### config.mk
export PLATFORM = sky130hd
export DESIGN_NAME = pipe_adder
export DESIGN_NICKNAME = d
export VERILOG_FILES = /design/src/rtl/pipe_adder_pkg.sv /design/src/rtl/adder_stage.sv /design/src/rtl/pipe_adder.sv
export SDC_FILE = /design/constraint.sdc
export NUM_CORES = 1
export LEC_CHECK = 0
export ABC_AREA = 1
export CORE_MARGIN = 2
export CORE_UTILIZATION = 50
export CTS_CLUSTER_SIZE = 16
export DETAILED_ROUTE_END_ITERATION = 10
export PLACE_DENSITY_LB_ADDON = 0.2
export SLEW_MARGIN = 20
export SYNTH_ARGS = -nofsm -noshare
export SYNTH_HDL_FRONTEND = slang
export SYNTH_SLANG_ARGS = --single-unit
### constraint.sdc
create_clock -name clk -period 7.2 [get_ports clk]
set_input_delay 1.44 -clock clk [delete_from_list [all_inputs] [get_ports clk]]
set_output_delay 1.44 -clock clk [all_outputs]
set_load 0.1 [all_outputs]
### src/rtl/pipe_adder_pkg.sv
// Shared constants and helpers for the pipelined adder: slice-width derivation and
// width/stage compatibility check.
package pipe_adder_pkg;

  localparam int unsigned StageFirst = 0;

  function automatic int unsigned chunk_of(int unsigned width, int unsigned stages);
    return (stages == 0) ? width : width / stages;
  endfunction

  function automatic bit split_ok(int unsigned width, int unsigned stages);
    return (stages != 0) && (width != 0) && ((width % stages) == 0);
  endfunction

endpackage

### src/rtl/adder_stage.sv
// One carry slice of the pipelined adder: adds slice K of the operands with the incoming
// carry and carries the full operand/result words forward with a valid bit.
module adder_stage
  import pipe_adder_pkg::*;
#(
  parameter int unsigned WIDTH  = 32,
  parameter int unsigned STAGES = 4,
  parameter int unsigned K      = 0
) (
  input  logic             clk_i,
  input  logic             rst_ni,
  input  logic             valid_i,
  input  logic [WIDTH-1:0] lhs_i,
  input  logic [WIDTH-1:0] rhs_i,
  input  logic [WIDTH-1:0] sum_i,
  input  logic             carry_i,
  input  logic             succ_ready_i,
  output logic             ready_o,
  output logic             valid_o,
  output logic [WIDTH-1:0] lhs_o,
  output logic [WIDTH-1:0] rhs_o,
  output logic [WIDTH-1:0] sum_o,
  output logic             carry_o
);

  localparam int unsigned Chunk = chunk_of(WIDTH, STAGES);
  localparam int unsigned Lo    = K * Chunk;

  logic             valid_q, valid_d;
  logic [WIDTH-1:0] lhs_q, rhs_q, sum_q, sum_d;
  logic             carry_q;
  logic [Chunk:0]   slice_sum;
  logic             load;

  // An empty stage always loads, so bubbles collapse under downstream stall.
  assign load    = !valid_q || succ_ready_i;
  assign ready_o = load;

  assign slice_sum = {1'b0, lhs_i[Lo +: Chunk]} + {1'b0, rhs_i[Lo +: Chunk]}
                   + {{Chunk{1'b0}}, carry_i};

  always_comb begin
    sum_d = sum_i;
    sum_d[Lo +: Chunk] = slice_sum[Chunk-1:0];
  end

  always_comb begin
    valid_d = valid_q;
    if (load) valid_d = valid_i;
  end

  always_ff @(posedge clk_i or negedge rst_ni) begin
    if (!rst_ni) begin
      valid_q <= 1'b0;
    end else begin
      valid_q <= valid_d;
    end
  end

  always_ff @(posedge clk_i) begin
    if (load && valid_i) begin
      lhs_q   <= lhs_i;
      rhs_q   <= rhs_i;
      sum_q   <= sum_d;
      carry_q <= slice_sum[Chunk];
    end
  end

  assign valid_o = valid_q;
  assign lhs_o   = lhs_q;
  assign rhs_o   = rhs_q;
  assign sum_o   = sum_q;
  assign carry_o = carry_q;

endmodule

### src/rtl/pipe_adder.sv
// Pipelined add/subtract with carry-in, one carry slice per stage, valid/ready on both sides.
// Outputs are forced to zero whenever no result is valid.
module pipe_adder
  import pipe_adder_pkg::*;
#(
  parameter int unsigned WIDTH  = 32,
  parameter int unsigned STAGES = 4
) (
  input  logic             clk,
  input  logic             reset,
  input  logic             io_in_valid,
  output logic             io_in_ready,
  input  logic             io_sub,
  input  logic             io_cin,
  input  logic [WIDTH-1:0] io_lhs,
  input  logic [WIDTH-1:0] io_rhs,
  output logic             io_out_valid,
  input  logic             io_out_ready,
  output logic [WIDTH-1:0] io_out,
  output logic             io_cout,
  output logic             io_ovf
);

  if (!split_ok(WIDTH, STAGES)) begin : g_bad_split
    $error("pipe_adder: WIDTH must be a non-zero multiple of STAGES");
  end

  // Index k is the input of stage k; index STAGES is the output of the last stage.
  logic [WIDTH-1:0] lhs_c [STAGES+1];
  logic [WIDTH-1:0] rhs_c [STAGES+1];
  logic [WIDTH-1:0] sum_c [STAGES+1];
  logic [STAGES:0]  valid_c;
  logic [STAGES:0]  carry_c;
  logic [STAGES:0]  ready_c;

  assign lhs_c[StageFirst]   = io_lhs;
  assign rhs_c[StageFirst]   = io_sub ? ~io_rhs : io_rhs;
  assign sum_c[StageFirst]   = '0;
  assign valid_c[StageFirst] = io_in_valid;
  assign carry_c[StageFirst] = io_sub ? 1'b1 : io_cin;
  assign ready_c[STAGES]     = io_out_ready;

  for (genvar k = 0; k < STAGES; k++) begin : g_stage
    adder_stage #(
      .WIDTH (WIDTH),
      .STAGES(STAGES),
      .K     (k)
    ) u_stage (
      .clk_i       (clk),
      .rst_ni      (reset),
      .valid_i     (valid_c[k]),
      .lhs_i       (lhs_c[k]),
      .rhs_i       (rhs_c[k]),
      .sum_i       (sum_c[k]),
      .carry_i     (carry_c[k]),
      .succ_ready_i(ready_c[k+1]),
      .ready_o     (ready_c[k]),
      .valid_o     (valid_c[k+1]),
      .lhs_o       (lhs_c[k+1]),
      .rhs_o       (rhs_c[k+1]),
      .sum_o       (sum_c[k+1]),
      .carry_o     (carry_c[k+1])
    );
  end

  logic lhs_msb, rhs_msb, sum_msb;
  logic unused_lo;

  assign lhs_msb   = lhs_c[STAGES][WIDTH-1];
  assign rhs_msb   = rhs_c[STAGES][WIDTH-1];
  assign sum_msb   = sum_c[STAGES][WIDTH-1];
  assign unused_lo = ^{lhs_c[STAGES][WIDTH-2:0], rhs_c[STAGES][WIDTH-2:0]};

  assign io_in_ready  = ready_c[StageFirst];
  assign io_out_valid = valid_c[STAGES];
  assign io_out       = io_out_valid ? sum_c[STAGES] : '0;
  assign io_cout      = io_out_valid & carry_c[STAGES];
  assign io_ovf       = io_out_valid & (lhs_msb == rhs_msb) & (sum_msb != lhs_msb);

endmodule

== Word level (Yosys, flattened, before mapping) ==
Index checks and enable logic that the tools add are counted.

* Memory bits (read-only): 0
* Output and inout bits: 36
* Bits in latches: 0
* Word-level logic and storage cells: 49
* Memories kept: 0
* Bits in writable memories: 0
* Input port bits: 70
* Register bits after elaboration: 344

* $lt $le $gt $ge: 0
* Shift operators: 0
* Equal/unequal tests: 2
* Reductions and logical operators: 12
* Muxes and demuxes: 3
* Divide/modulo/power cells: 0
* $add $sub $neg: 8
* Multiply operators: 0
* Bitwise gates (word level): 4

{| class="wikitable"
|+ Operators with widths
! kind !! number
|-
| 32-bit two-way mux || 2
|-
| 8-bit by 8-bit adder with 9-bit output || 4
|-
| 9-bit by 1-bit adder with 9-bit output || 4
|-
| 32-bit NOT || 1
|-
| 1-bit logical AND || 4
|-
| 1-bit zero test || 4
|-
| 1-bit logical OR || 4
|-
| 1-bit bitwise AND || 3
|-
| 1-bit equality test || 1
|-
| 1-bit two-way mux || 1
|-
| 1-bit inequality test || 1
|}

== Depth between registers and ports, before layout ==
Gate-level depths: netlist (run 1).

* Word-level depth: 6
* Mapped depth: 11
* Depth with buffers taken out: 10

== By module ==
Synthesis (run 1) repeated with hierarchy kept, for this count alone.

* Cells, all modules: 763
* Area, all modules: 14002.2 µm²

{| class="wikitable"
|+ Modules (own cells, without submodules)
! module !! seq. area each (µm²) !! cells an instance !! area an instance (µm²) !! times used
|-
| adder_stage (g_stage[1].u_stage ...) || 2937.8 || 162 || 3342.0 || 3
|-
| adder_stage (g_stage[0].u_stage) || 2937.8 || 162 || 3309.4 || 1
|-
| pipe_adder || 0.0 || 115 || 666.9 || 1
|}

== Worst setup path before layout (run 1) ==
OpenSTA, ideal clock, no wires.

* Kind: flip-flop to output port
* Start point: register g_stage[3].u_stage.valid_q
* End point: output io_ovf
* Path buffers: 1
* Stages on the path, launching flop included: 4
* Data arrival time: 3308 ps
* Data required time: 5760 ps
* Path slack: 2452 ps
* Cells stage by stage: dfrtp_1 > buf_4 > inv_4 > nor3_1

* Longest elaborated chain between the ends: 2

{| class="wikitable"
|+ RTL lines
! what !! line !! text
|-
| from (decl) || adder_stage.sv:29 || <nowiki>logic valid_q, valid_d;</nowiki>
|-
| from (signal assigned) || adder_stage.sv:56 || <nowiki>valid_q <= valid_d;</nowiki>
|-
| 1-bit bitwise AND (2 in a row) || pipe_adder.sv:78 || <nowiki>assign io_ovf = io_out_valid & (lhs_msb == rhs_msb) & (sum_msb != lhs_msb);</nowiki>
|-
| to (decl) || pipe_adder.sv:21 || <nowiki>output logic io_ovf</nowiki>
|}

Every way passes these cells.

== Worst setup path in the final report (run 1) ==
* Start point: input io_out_ready
* End point: output io_in_ready

* Longest elaborated chain between the ends: 4

{| class="wikitable"
|+ RTL lines
! what !! line !! text
|-
| from (decl) || pipe_adder.sv:18 || <nowiki>input logic io_out_ready,</nowiki>
|-
| 1-bit logical OR (4 in a row) || adder_stage.sv:36 || <nowiki>assign load = !valid_q || succ_ready_i;</nowiki>
|-
| to (decl) || pipe_adder.sv:12 || <nowiki>output logic io_in_ready,</nowiki>
|}

Every way passes these cells.

==> results.md, run 1 <==
* Status: complete, no violations
* Gr busiest metal: met2
* Grt met3 use at 4.699%
* Layout area overhead at 23.61%
* Tot GR Track Use at 15.15%
* Share of layout cells above drive strength 1 at 5.563%
* CTS buffer count at 17
* Core Region at 15200 um2
* Worst EP required at 5.76 ns
* Fin Setup TNS at 0 ns
* Root Buffer: clkbuf_16
* Antenna diodes at 0
* Top cells by area, synth: edfxtp_1, nand2_1, ha_1
* Crit Path Class: primary input to output port
* Slew at the pin closest to its max-slew limit at 1.049 ns
* Net Sw Frac at 33.96%
* Via count of the routed design at 4261
* Cts repair resizes at 0
* Maximum VDD drop at 0.1743 mV
* Seq/Total Area, Yosys at 71.58%
* Via/cell ratio at 4.793
* Final Critical Period at 4.841 ns
* Post CTS Setup Buffer Count at 0
* Clock buffer depth at 2
* Leak at 0.004036 uW
* Fillcell total at 1131
* Count leader, synth: edfxtp_1
* Die area at 16560 um2
* Post-DRT Antenna Nets at 0
* Worst-path fanout max at 3
* Die height at 128.7 um
* Synth async-reset ratio at 2.151%
* Largest net degree at the start of global routing at 58
* Ys flop type: edfxtp_1
* Initial Utilization at 51.14%
* Post-DP HPWL at 8.006 mm
* Worst-Skew Late Latency at 0.42 ns
* Final setup fails at 0
* Most frequent cells after synthesis: edfxtp_1, nand2_1, inv_1, xor2_1, ha_1
* Yosys warns at 0
* Endpoint class of the critical path: output port
* Placer Congestion at 0.7931
* # Max-Cap Violations at 0
* First-pass iteration count of the detailed router at 5
* Unique masters post-synth at 27
* Worst slew margin at 29.94%
* Hold-fix buffers at CTS at 0
* CTS tree: done
* Yosys top cell by area: edfxtp_1
* Routed WL at 11.67 mm
* Arr. time, crit path at 3.40 ns
* Setup crit start kind: primary input
* #FFs+latches synth at 186
* GR Overflow Total at 0
* Comb pwr share at 29.6%
* Row cnt at 45
* Post-synth net total at 678
* Syn Inst Count at 572
* R2r setup slk at 5.00 ns
* Int Power at 2303 uW
* Average wire per standard cell at 13.12 um
* Psw at 1184 uW
* Vias in the first global route at 4333
* CTS clk-pin slew, worst paths at 0.06 ns
* Unrepaired setup endpoints after global routing: no
* Fin Clk Skew at 0.006367 ns
* Max Clk Rate at 206.6 MHz
* Number of synthesized flops with an enable pin at 182
* Final #Nets at 796
* GR Util met1 at 16.32%
* Global-route wire length before repair at 18.95 mm
* Met2 GRT Util at 27.11%
* IO Pins at 106
* Hold WC Path Type: flop to flop
* Post-Syn Area at 7775 um2
* Reg power frac at 43.8%
* Drt first-iter violations at 271
* H-tree depth at 4
* Final Hold Fails at 0
* DR DRC count at 0
* Total Power at 3487 uW
* Final period util at 67.24%
* PwrDens at 362.8 nW/um2
* Synthesized area per cell at 13.59 um2
* Die X at 128.7 um
* Initial antenna violation count at 0
* Sink Count at 186
* Post-synth top area share at 70.29%
* Clock network power share at 26.6%
* Max-slew violations at 0
* # port buffers at 105
* Final Util at 63.22%
cells in the final DEF (no fill, tap or decap), types with 5 or more instances in the layout:
cell type and count:
nand3_1 19, clkdlybuf4s50_1 104, xor2_1 32, nor2_1 11, a21oi_1 14, edfxtp_1 182, nand2_1 138, clkbuf_16 17
inv_1 89, xnor2_1 12, or2_1 7, fa_1 8, ha_1 28, nand3b_1 5
state kept, by name, summed over array words and instances (netlist names):
name and cells:
g_stage.u_stage.sum_o 80, g_stage.u_stage.lhs_o 49, g_stage.u_stage.rhs_o 49, g_stage.u_stage.carry_o 4
g_stage.u_stage.valid_o 4
logic make-up after synthesis:
kind of cell	Yosys count	synth area share, %
AO/OA/AOI/OAI	16	1.062
XOR/XNOR	44	4.957
adder cells (fa/ha/maj)	36	6.566
buffers and inverters	101	5.343
flip-flops	186	71.58
AND/OR/NAND/NOR	189	10.49
power groups by stage:
stage	combinational [uW]	clock, uW	sequential [uW]
finish	1030	929	1530
global route	1110	989	1550
CTS	1040	948	1530
detailed placement	1040	0	1550
global placement	1020	0	1540
floorplan	797	0	1530
path summary, 6_finish.rpt:
kind                                                end  cells past startpoint                          from
setup / recovery                            io_in_ready                      6                  io_out_ready
hold / removal             g_stage[1].u_stage.rhs_o[27]                      0  g_stage[0].u_stage.rhs_o[27]
setup reg to reg           g_stage[1].u_stage.lhs_o[19]                      5    g_stage[3].u_stage.valid_o
hold reg to reg            g_stage[1].u_stage.rhs_o[27]                      0  g_stage[0].u_stage.rhs_o[27]
max in group asynchronous    g_stage[3].u_stage.valid_o                      1                         reset
min in group asynchronous    g_stage[1].u_stage.valid_o                      1                         reset
critical path, stage by stage:
cell	delay, ns
clkdlybuf4s50_1	0.57
nor2_8	0.08
nand3_4	0.08
nor2_4	0.05
inv_2	0.06
clkdlybuf4s50_1	1.12
through the flow:
stage               area [um2]  worst slack (ns)  hold WS, ns  cells
detailed placement        9022             2.352       0.4045    859
global route              9610             2.311       0.4188    889
global placement          9022             2.365       0.4006    859
floorplan                 7775             2.452       0.4003    572
finish                    9610             2.359       0.4147    889
CTS                       9609             2.352       0.4166    889
metal layers:
layer / vias up / routed length, um / part of all wire (%)
met2: 101 / 6222 / 53
li1: 2132 / - / -
met3: 21 / 503 / 4.3
met5: - / 0 / 0
met1: 2007 / 4702 / 40
met4: 0 / 240 / 2.1
final cells by class:
| type | instances | area [um2] | area share [%] |
|---|---|---|---|
| Tap cell | 188 | 235.2 | 2.448 |
| Clock buffer | 19 | 432.9 | 4.505 |
| Timing Repair Buffer | 107 | 1061 | 11.04 |
| Inverter | 93 | 351.6 | 3.658 |
| Sequential cell | 186 | 5567 | 57.92 |
| Clock inverter | 11 | 153.9 | 1.601 |
| Multi-Input combinational cell | 285 | 1809 | 18.83 |
Power figures use the tool's default switching activity.
==> run 2, diff against run 1 <==
--- a/config.mk
+++ b/config.mk
@@ -7,7 +7,7 @@
 export LEC_CHECK = 0
 export ABC_AREA = 1
 export CORE_MARGIN = 2
-export CORE_UTILIZATION = 50
+export CORE_UTILIZATION = 49
 export CTS_CLUSTER_SIZE = 16
 export DETAILED_ROUTE_END_ITERATION = 10
 export PLACE_DENSITY_LB_ADDON = 0.2
==> constraint.sdc (replaced) <==
create_clock -name clk -period 4.4 [get_ports clk]
set_input_delay 0.88 -clock clk [delete_from_list [all_inputs] [get_ports clk]]
set_output_delay 0.88 -clock clk [all_outputs]
set_load 0.1 [all_outputs]
==> results.md, run 2 (synthesis results as in run 1) <==
* Post-DP HPWL at 8.589 mm
* Clock buffer depth at 2
* Fin Clk Skew at 0.006155 ns
* Crit Path Class: primary input to output port
* Initial Utilization at 49.48%
* CTS tree: done
* Routed WL at 11.81 mm
* Placer Congestion at 0.8492
* Share of layout cells above drive strength 1 at 11.08%
* Post-placement setup slack at 1.320 ns
* Final period util at 67.05%
* Initial antenna violation count at 0
* Layout area overhead at 23.19%
* WHS Path Cells at 0
* CP peak stage delay at 0.50 ns
* Worst-path fanout max at 3
* Die X at 130.0 um
* Worst r2r path cells at 6
* Final setup fails at 0
* Global-route wire length before repair at 18.66 mm
* Via/cell ratio at 4.576
* Largest net degree at the start of global routing at 50
* Endpoint class of the critical path: output port
* Arr. time, crit path at 2.07 ns
* Setup slack after layout at 1.450 ns
* PwrDens at 589.1 nW/um2
* # port buffers at 105
* Via count of the routed design at 4210
* Final Util at 60.96%
* Post-DRT Antenna Nets at 0
* CTS clk-pin slew, worst paths at 0.06 ns
* Setup crit start kind: primary input
* DR DRC count at 0
* First-pass iteration count of the detailed router at 5
* CTS buffer count at 17
* Antenna diodes at 0
* Fin Setup TNS at 0 ns
* Leak at 0.004078 uW
* Post CTS Setup Buffer Count at 0
* Worst slew margin at 31.45%
* Maximum VDD drop at 0.2961 mV
* Final Hold Fails at 0
* # Max-Cap Violations at 0
* Die area at 16890 um2
* Commonest cells after routing, fill and taps aside: edfxtp_1, nand2_1, inv_1
* Unrepaired setup endpoints after global routing: no
* Worst EP required at 3.52 ns
* Sink Count at 186
* Max-slew violations at 0
* H-tree depth at 4
* Status: complete, no violations
* Row cnt at 46
* IO Pins at 106
* R2r setup slk at 1.90 ns
* Root Buffer: clkbuf_16
* Hold-fix buffers at CTS at 0
* Cts repair resizes at 0
* Max Clk Rate at 339.0 MHz
* Commonest non-fill, non-tap cell in the layout: edfxtp_1
* Fillcell total at 1177
* Crit-path cells: clkdlybuf4s50_1, nor2_8, nand3_4, nor2_4, inv_2, buf_4
* Core Region at 15710 um2
* Drt first-iter violations at 260
* Hold WC Path Type: flop to flop
* Average wire per standard cell at 12.84 um
* GR Overflow Total at 0
* Tot GR Track Use at 14.82%
* Slew at the pin closest to its max-slew limit at 1.028 ns
* Slowest-stage cell, CP: clkdlybuf4s50_1
* Worst-Skew Late Latency at 0.41 ns
* Largest register FFs at 80
* Final #Nets at 798
* Vias in the first global route at 3994
* Final Critical Period at 2.950 ns
* Die height at 130.0 um
-- run 2: per-layer routing --
layer	share of wire [%]	GRT usage [%]	wire, um
met1	40	16.18	4677
met2	54	27.38	6424
met3	4.1	3.362	487
met4	1.9	6.831	219
met5	0	0	0
-- run 2: metrics by stage --
stage / hold slack (ns) / area (um2) / std cells / total power (uW)
3_3_place_gp: 0.4005 / 8995 / 889 / 4172
4_1_cts: 0.4146 / 9578 / 920 / 5698
5_1_grt: 0.4229 / 9578 / 920 / 5911
3_5_place_dp: 0.4045 / 8995 / 889 / 4216
6_report: 0.4147 / 9578 / 920 / 5642
2_1_floorplan: 0.4003 / 7775 / 572 / 3805
-- run 2: final timing paths --
| kind | from | to |
|---|---|---|
| max | io_out_ready | io_in_ready |
| min | g_stage[1].u_stage.rhs_o[31] | g_stage[2].u_stage.rhs_o[31] |
| max reg2reg | g_stage[3].u_stage.valid_o | g_stage[2].u_stage.carry_o |
| min reg2reg | g_stage[1].u_stage.rhs_o[31] | g_stage[2].u_stage.rhs_o[31] |
| max in group asynchronous | reset | g_stage[1].u_stage.valid_o |
| min in group asynchronous | reset | g_stage[0].u_stage.valid_o |
-- run 2: report_power, final --
group | leakage [uW] | switching [uW] | internal, uW
registers | 0.00181 | 101 | 2380
clock network | 0.000271 | 595 | 884
logic | 0.00199 | 1260 | 423
total | 0.00408 | 1960 | 3690
-- run 2: layout make-up --
type	count	area [um2]	area share, %
inverters	93	351.6	3.671
well taps	216	270.3	2.822
clock buffers	18	429.2	4.481
multi-input cells	285	1809	18.89
repair buffers	109	998.5	10.42
clock inverters	13	153.9	1.607
flip-flops and latches	186	5565	58.11
-- run 2: critical path, delay by kind of cell --
| family | cells | cell delay, ns |
|---|---|---|
| simple gates | 3 | 0.40 |
| buf+inv | 3 | 0.78 |
